==> config.mk <==
export PLATFORM = sky130hd
export DESIGN_NAME = pwm_seq_ctrl
export DESIGN_NICKNAME = d
export VERILOG_FILES = /design/src/rtl/pwm_pkg.sv /design/src/rtl/pwm_timebase.sv /design/src/rtl/pwm_seq_ctrl.sv
export SDC_FILE = /design/constraint.sdc
export NUM_CORES = 1
export LEC_CHECK = 0
export CAP_MARGIN = 25
export CORE_MARGIN = 10
export CORE_UTILIZATION = 53
export CTS_CLUSTER_SIZE = 25
export DETAILED_ROUTE_END_ITERATION = 7
export GPL_TIMING_DRIVEN = 0
export HOLD_SLACK_MARGIN = 0.06
export PLACE_DENSITY_LB_ADDON = 0.1
export SLEW_MARGIN = 20
export SYNTH_ARGS = -nofsm -noshare
export SYNTH_HDL_FRONTEND = slang
export SYNTH_SLANG_ARGS = --single-unit
==> constraint.sdc <==
create_clock -name wb_clk_i -period 8.2 [get_ports wb_clk_i]
set_clock_uncertainty 0.2 [all_clocks]
set_input_delay 1.64 -clock wb_clk_i [delete_from_list [all_inputs] [get_ports wb_clk_i]]
set_output_delay 1.64 -clock wb_clk_i [all_outputs]
set_load 0.01 [all_outputs]
==> src/rtl/pwm_pkg.sv <==
// pwm_pkg: register map, bit positions and byte-lane merge for pwm_seq_ctrl.
// Offsets are word indices taken from wbs_adr_i[7:2].
package pwm_pkg;

    localparam logic [5:0] OFF_CTRL     = 6'h00;
    localparam logic [5:0] OFF_PERIOD   = 6'h01;
    localparam logic [5:0] OFF_PRESCALE = 6'h02;
    localparam logic [5:0] OFF_STATUS   = 6'h03;
    localparam logic [5:0] OFF_DUTY     = 6'h04;

    localparam int CTRL_RUN  = 0;
    localparam int CTRL_IRQ  = 1;
    localparam int CTRL_EN   = 8;
    localparam int STAT_PEND = 0;
    localparam int STAT_WRAP = 1;

    function automatic logic [31:0] wb_merge(
        input logic [31:0] old,
        input logic [31:0] din,
        input logic [3:0]  sel
    );
        logic [31:0] r;
        for (int b = 0; b < 4; b++) begin
            r[8*b +: 8] = sel[b] ? din[8*b +: 8] : old[8*b +: 8];
        end
        return r;
    endfunction

endpackage

==> src/rtl/pwm_timebase.sv <==
// pwm_timebase: prescaler plus period counter for the PWM datapath.
// Both counters are held at zero while run is low.
module pwm_timebase #(
    parameter int CW = 16
) (
    input  logic          clk,
    input  logic          rst,
    input  logic          run,
    input  logic [15:0]   prescale,
    input  logic [CW-1:0] period,
    output logic [CW-1:0] cnt,
    output logic          tick,
    output logic          wrap
);

    logic [15:0] ps;

    assign tick = run && (ps == prescale);
    assign wrap = tick && (cnt == period);

    always_ff @(posedge clk) begin
        if (rst || !run) begin
            ps  <= '0;
            cnt <= '0;
        end else if (tick) begin
            ps  <= '0;
            cnt <= wrap ? '0 : cnt + CW'(1);
        end else begin
            ps <= ps + 16'd1;
        end
    end

endmodule

==> src/rtl/pwm_seq_ctrl.sv <==
// pwm_seq_ctrl: Wishbone register file with shadow/active period and duty.
// Optional wrap interrupt (irq_o, CTRL[1]) is built only with PWM_IRQ_EN.
module pwm_seq_ctrl
    import pwm_pkg::*;
#(
    parameter int          N_CH       = 4,
    parameter int          CW         = 16,
    parameter logic [31:0] BASE_ADDR  = 32'h3000_0000,
    parameter logic [CW-1:0] DEF_PERIOD = {CW{1'b1}}
) (
    input  logic             wb_clk_i,
    input  logic             wb_rst_i,
    input  logic             wbs_cyc_i,
    input  logic             wbs_stb_i,
    input  logic             wbs_we_i,
    input  logic [3:0]       wbs_sel_i,
    input  logic [31:0]      wbs_adr_i,
    input  logic [31:0]      wbs_dat_i,
    output logic             wbs_ack_o,
    output logic [31:0]      wbs_dat_o,
    output logic [CW-1:0]    pwm_cnt_o,
    output logic [N_CH*CW-1:0] pwm_duty_o,
    output logic [N_CH-1:0]  pwm_en_o,
    output logic             pwm_upd_o
`ifdef PWM_IRQ_EN
    ,
    output logic             irq_o
`endif
);

    logic            hit, wr, load, tick, wrap;
    logic [5:0]      off;
    logic            wr_ctrl, wr_period, wr_presc, wr_status, w1c;
    logic            run, pend, wrap_st;
    logic [N_CH-1:0] en, en_q, is_duty, wr_duty;
    logic [CW-1:0]   period_sh, period_act, cnt;
    logic [15:0]     prescale;
    logic [CW-1:0]   duty_sh  [N_CH];
    logic [CW-1:0]   duty_act [N_CH];
    logic [CW-1:0]   duty_new [N_CH];
    logic [31:0]     ctrl_rd, period_rd, presc_rd, status_rd, duty_rd, rd_val;
    logic [31:0]     ctrl_m, period_m, presc_m, duty_m;
`ifdef PWM_IRQ_EN
    logic            irq_en;
`endif

    assign off       = wbs_adr_i[7:2];
    assign hit       = wbs_cyc_i && wbs_stb_i && !wbs_ack_o
                       && (wbs_adr_i[31:8] == BASE_ADDR[31:8]);
    assign wr        = hit && wbs_we_i;
    assign wr_ctrl   = wr && (off == OFF_CTRL);
    assign wr_period = wr && (off == OFF_PERIOD);
    assign wr_presc  = wr && (off == OFF_PRESCALE);
    assign wr_status = wr && (off == OFF_STATUS);
    assign wr_duty   = is_duty & {N_CH{wr}};
    assign w1c       = wr_status && wbs_sel_i[0] && wbs_dat_i[STAT_WRAP];
    assign load      = wrap && pend;

    always_comb begin
        ctrl_rd = '0;
        ctrl_rd[CTRL_RUN] = run;
        ctrl_rd[CTRL_EN +: N_CH] = en;
`ifdef PWM_IRQ_EN
        ctrl_rd[CTRL_IRQ] = irq_en;
`endif
        period_rd = '0;
        period_rd[CW-1:0] = period_sh;
        presc_rd = '0;
        presc_rd[15:0] = prescale;
        status_rd = '0;
        status_rd[STAT_PEND] = pend;
        status_rd[STAT_WRAP] = wrap_st;
        ctrl_m   = wb_merge(ctrl_rd, wbs_dat_i, wbs_sel_i);
        period_m = wb_merge(period_rd, wbs_dat_i, wbs_sel_i);
        presc_m  = wb_merge(presc_rd, wbs_dat_i, wbs_sel_i);
        rd_val = '0;
        unique case (off)
            OFF_CTRL:     rd_val = ctrl_rd;
            OFF_PERIOD:   rd_val = period_rd;
            OFF_PRESCALE: rd_val = presc_rd;
            OFF_STATUS:   rd_val = status_rd;
            default:      rd_val = '0;
        endcase
        duty_rd = '0;
        duty_m  = '0;
        for (int i = 0; i < N_CH; i++) begin
            duty_rd = '0;
            duty_rd[CW-1:0] = duty_sh[i];
            duty_m = wb_merge(duty_rd, wbs_dat_i, wbs_sel_i);
            duty_new[i] = duty_m[CW-1:0];
            is_duty[i] = (off == OFF_DUTY + 6'(i));
            if (is_duty[i]) rd_val = duty_rd;
        end
    end

    always_ff @(posedge wb_clk_i) begin
        if (wb_rst_i) begin
            wbs_ack_o  <= 1'b0;
            wbs_dat_o  <= '0;
            run        <= 1'b0;
            en         <= '0;
            en_q       <= '0;
            period_sh  <= DEF_PERIOD;
            period_act <= DEF_PERIOD;
            prescale   <= '0;
            pend       <= 1'b0;
            wrap_st    <= 1'b0;
            pwm_upd_o  <= 1'b0;
            for (int i = 0; i < N_CH; i++) begin
                duty_sh[i]  <= '0;
                duty_act[i] <= '0;
            end
`ifdef PWM_IRQ_EN
            irq_en <= 1'b0;
            irq_o  <= 1'b0;
`endif
        end else begin
            wbs_ack_o <= hit;
            if (hit) wbs_dat_o <= rd_val;
            if (wr_ctrl) begin
                run <= ctrl_m[CTRL_RUN];
                en  <= ctrl_m[CTRL_EN +: N_CH];
`ifdef PWM_IRQ_EN
                irq_en <= ctrl_m[CTRL_IRQ];
`endif
            end
            if (wr_period) period_sh <= period_m[CW-1:0];
            if (wr_presc) prescale <= presc_m[15:0];
            for (int i = 0; i < N_CH; i++) begin
                if (wr_duty[i]) duty_sh[i] <= duty_new[i];
            end
            // Stopped: active tracks shadow; running: only at a pending wrap.
            if (!run || load) begin
                period_act <= period_sh;
                for (int i = 0; i < N_CH; i++) duty_act[i] <= duty_sh[i];
            end
            pwm_upd_o <= load;
            if (!run) pend <= 1'b0;
            else if (wr_period || (|wr_duty)) pend <= 1'b1;
            else if (load) pend <= 1'b0;
            if (wrap) wrap_st <= 1'b1;
            else if (w1c) wrap_st <= 1'b0;
            en_q <= en & {N_CH{run}};
`ifdef PWM_IRQ_EN
            irq_o <= wrap_st && irq_en;
`endif
        end
    end

    pwm_timebase #(.CW(CW)) u_timebase (
        .clk      (wb_clk_i),
        .rst      (wb_rst_i),
        .run      (run),
        .prescale (prescale),
        .period   (period_act),
        .cnt      (cnt),
        .tick     (tick),
        .wrap     (wrap)
    );

    for (genvar g = 0; g < N_CH; g++) begin : g_duty
        assign pwm_duty_o[g*CW +: CW] = duty_act[g];
    end

    assign pwm_cnt_o = cnt;
    assign pwm_en_o  = en_q;

    logic unused_bits;
    assign unused_bits = ^{wbs_adr_i[1:0], tick, ctrl_m, period_m, presc_m, duty_m};

endmodule

==> results.ini <==
[clock_tree]
clockBufferDepth = 3
cts_tree = built
ctsResizeCount = 0
cts_buffers = 25
post_cts_buffers = 0
clock-sinks = 237
cts_hold_buf = 0
htree_levels = 1
clk_pin_slew_ns = 0.06
insertion_delay_ns = 0.52
cts-root-buf = clkbuf_16

[global_routing]
track_usage_pct = 22.6
antenna_found_initial = 1
grt_pass1_wl_mm = 47.5
overflow = 0
grt_start_max_net_pins = 28
grt_pass1_vias = 8370

[timing]
setup_viol = 0
relSlewSlack_pct = 43.3
post-route-min-period_ns = 3.92
worstMarginPinSlew_ns = 0.851
grt_setup_unrepaired = false
fmax_mhz = 255
fin_crit_sh_pct = 47.8
tns_ns = 0
slew_viol_final = 0
report.final.hold_viol_count = 0

[floorplan]
die_w_um = 162
num_rows = 51
core_area_sq_mm = 0.0197
fp.dieArea_sq_mm = 0.0263
start_util_pct = 54.4
io-pin-count = 191
die-height_um = 162

[pwr]
p_leak_nw = 5.08
power_w = 0.00266
pwr-share-seq_pct = 48.7
p_clk_share_pct = 44.8
switching_power_w = 0.000563
p_per_area_mw_per_mm2 = 197
peakVddDrop_mv = 0.187
comb_power_share_pct = 6.5
switching_share_pct = 21.1
power.internal_w = 0.00210

[yosys]
synth_async_sr_flop_share_pct = 0
yosys_warnings = 0
avgSynthCellArea_sq_um = 10.9
post-synth-top-count-cell = edfxtp_1
synth-edff-count = 128
synth_area_leaders = edfxtp_1, dfxtp_1, and2_1
ys.flop_type = edfxtp_1
synth_commonest_cells = edfxtp_1, dfxtp_1, nor2_1, and2_1, a21oi_1
ys_ff_latch = 237
syn_area_sq_mm = 0.0107
syn-instance-count = 981
synth_cell_types = 58
synth_top_area_share_pct = 35.9
seq_area_frac_synth_pct = 56.3
yosys.area.top_type = edfxtp_1

[drt]
first_iter_violations = 710
drt_wl_total_mm = 30.5
vias = 8294
ant_nets = 0
drc = 0
vias_per_cell = 5.68
dr.pass1.iters = 5
wl_per_cell_um = 20.9

[flow_run]
max_cap_viol_count = 0

[outcome]
status = finished, final reports clean

[critical_path]
cp-end-kind = register
crit_fanout = 10
path_class = primary input to register
start_kind = primary input
crit_arrival_ns = 4.10
cp.required_ns = 8.38

[final_layout]
drive_gt1_share_pct = 10.6
seqCellArea_sq_mm = 0.00603
finalNetCount = 1252
syn_to_final_growth_pct = 26.6
fillers = 1601
multi_input_area_sq_mm = 0.00421
final_core_util_pct = 68.9

[place]
hpwlAfterDp_mm = 23.8
port_buffers = 152
place.gp.congestion = 0.935

[worst_hold_path]
hold_class = register to register

==> final cells by class <==
class | instances | area share, %
antenna | 1 | 0.0185
sequential | 237 | 44.5
buffer | 73 | 2.84
multi-input combinational | 649 | 31.1
clock buffer | 34 | 5.32
inverter | 37 | 1.03
timing repair buffer | 154 | 11.6
clock inverter | 9 | 1.10
tap | 265 | 2.45
==> stage by stage <==
stage | std cells | worst slack [ns] | area, sq um | hold WS [ns]
floorplan | 996 | 1.67 | 10800 | 0.235
global route | 1459 | 4.09 | 13500 | 0.278
detailed placement | 1415 | 3.76 | 12700 | 0.251
finish | 1459 | 4.28 | 13500 | 0.266
CTS | 1458 | 4.28 | 13500 | 0.265
global placement | 1413 | -0.565 | 12600 | 0.249
==> cell usage in the layout, fill, tap and decap left out, types with 23 or more instances in the layout <==
master and n:
a21oi_1 53, and2_1 89, buf_2 28, clkbuf_1 27
clkbuf_16 26, clkdlybuf4s50_1 152, dfxtp_1 109, edfxtp_1 128
inv_1 37, mux2i_1 29, nand2_1 23, nor2_1 98
nor3_1 39, nor4_1 24, o21ai_0 27, xnor2_1 33
==> metal layers <==
metal  track usage, %  up-vias  share of wire (%)
met4             5.33        0                2.5
met3             5.38       66                8.2
met1             26.9     3976                 39
met5                0        -                  0
met2             40.4      357                 50
li1                 -     3895                  -
==> worst max-delay path, cell delays in order <==
cell and delay (ns):
clkdlybuf4s50_1 0.44, nor4bb_1 0.25, nand4_1 0.30, nor2_2 0.31
nand3b_1 0.28, nor4_4 0.42, buf_2 0.29, and2_1 0.16
==> worst paths after layout <==
path	start	end	slack, ns	cells after the start
setup / recovery	wbs_stb_i	duty_sh[0][14]	4.28	8
hold reg to reg	period_sh[1]	period_sh[1]	0.27	1
setup reg to reg	u_timebase.ps[3]	duty_act[3][4]	5.24	6
hold / removal	period_sh[1]	period_sh[1]	0.27	1
==> registers in the layout, summed over array words and instances, names as in the netlist <==
register / cells
u_timebase.cnt: 16
wbs_dat_o: 16
wrap_st: 1
en: 4
period_sh: 16
duty_sh: 64
wbs_ack_o: 1
period_act: 16
u_timebase.ps: 16
run: 1
prescale: 16
pwm_en_o: 4
pwm_upd_o: 1
pend: 1
duty_act: 64
==> cells by family after synthesis <==
group,Yosys count,synth area share [%]
AO/OA/AOI/OAI,166,9.68
XOR/XNOR,51,4.53
adder cells (fa/ha/maj),2,0.234
buffers and inverters,110,4.89
flip-flops,237,56.3
multiplexers,32,3.24
other,1,0.0351
AND/OR/NAND/NOR,382,21.0
==> power by group through the flow <==
stage / sequential (W) / combinational, W / clock (W)
6_report: 0.00130 / 0.000172 / 0.00119
5_1_grt: 0.00130 / 0.000184 / 0.00125
4_1_cts: 0.00130 / 0.000171 / 0.00120
3_5_place_dp: 0.00132 / 0.000171 / 0
3_3_place_gp: 0.00132 / 0.000169 / 0
2_1_floorplan: 0.00133 / 0.0000708 / 0
(Power assumes the default switching activity.)
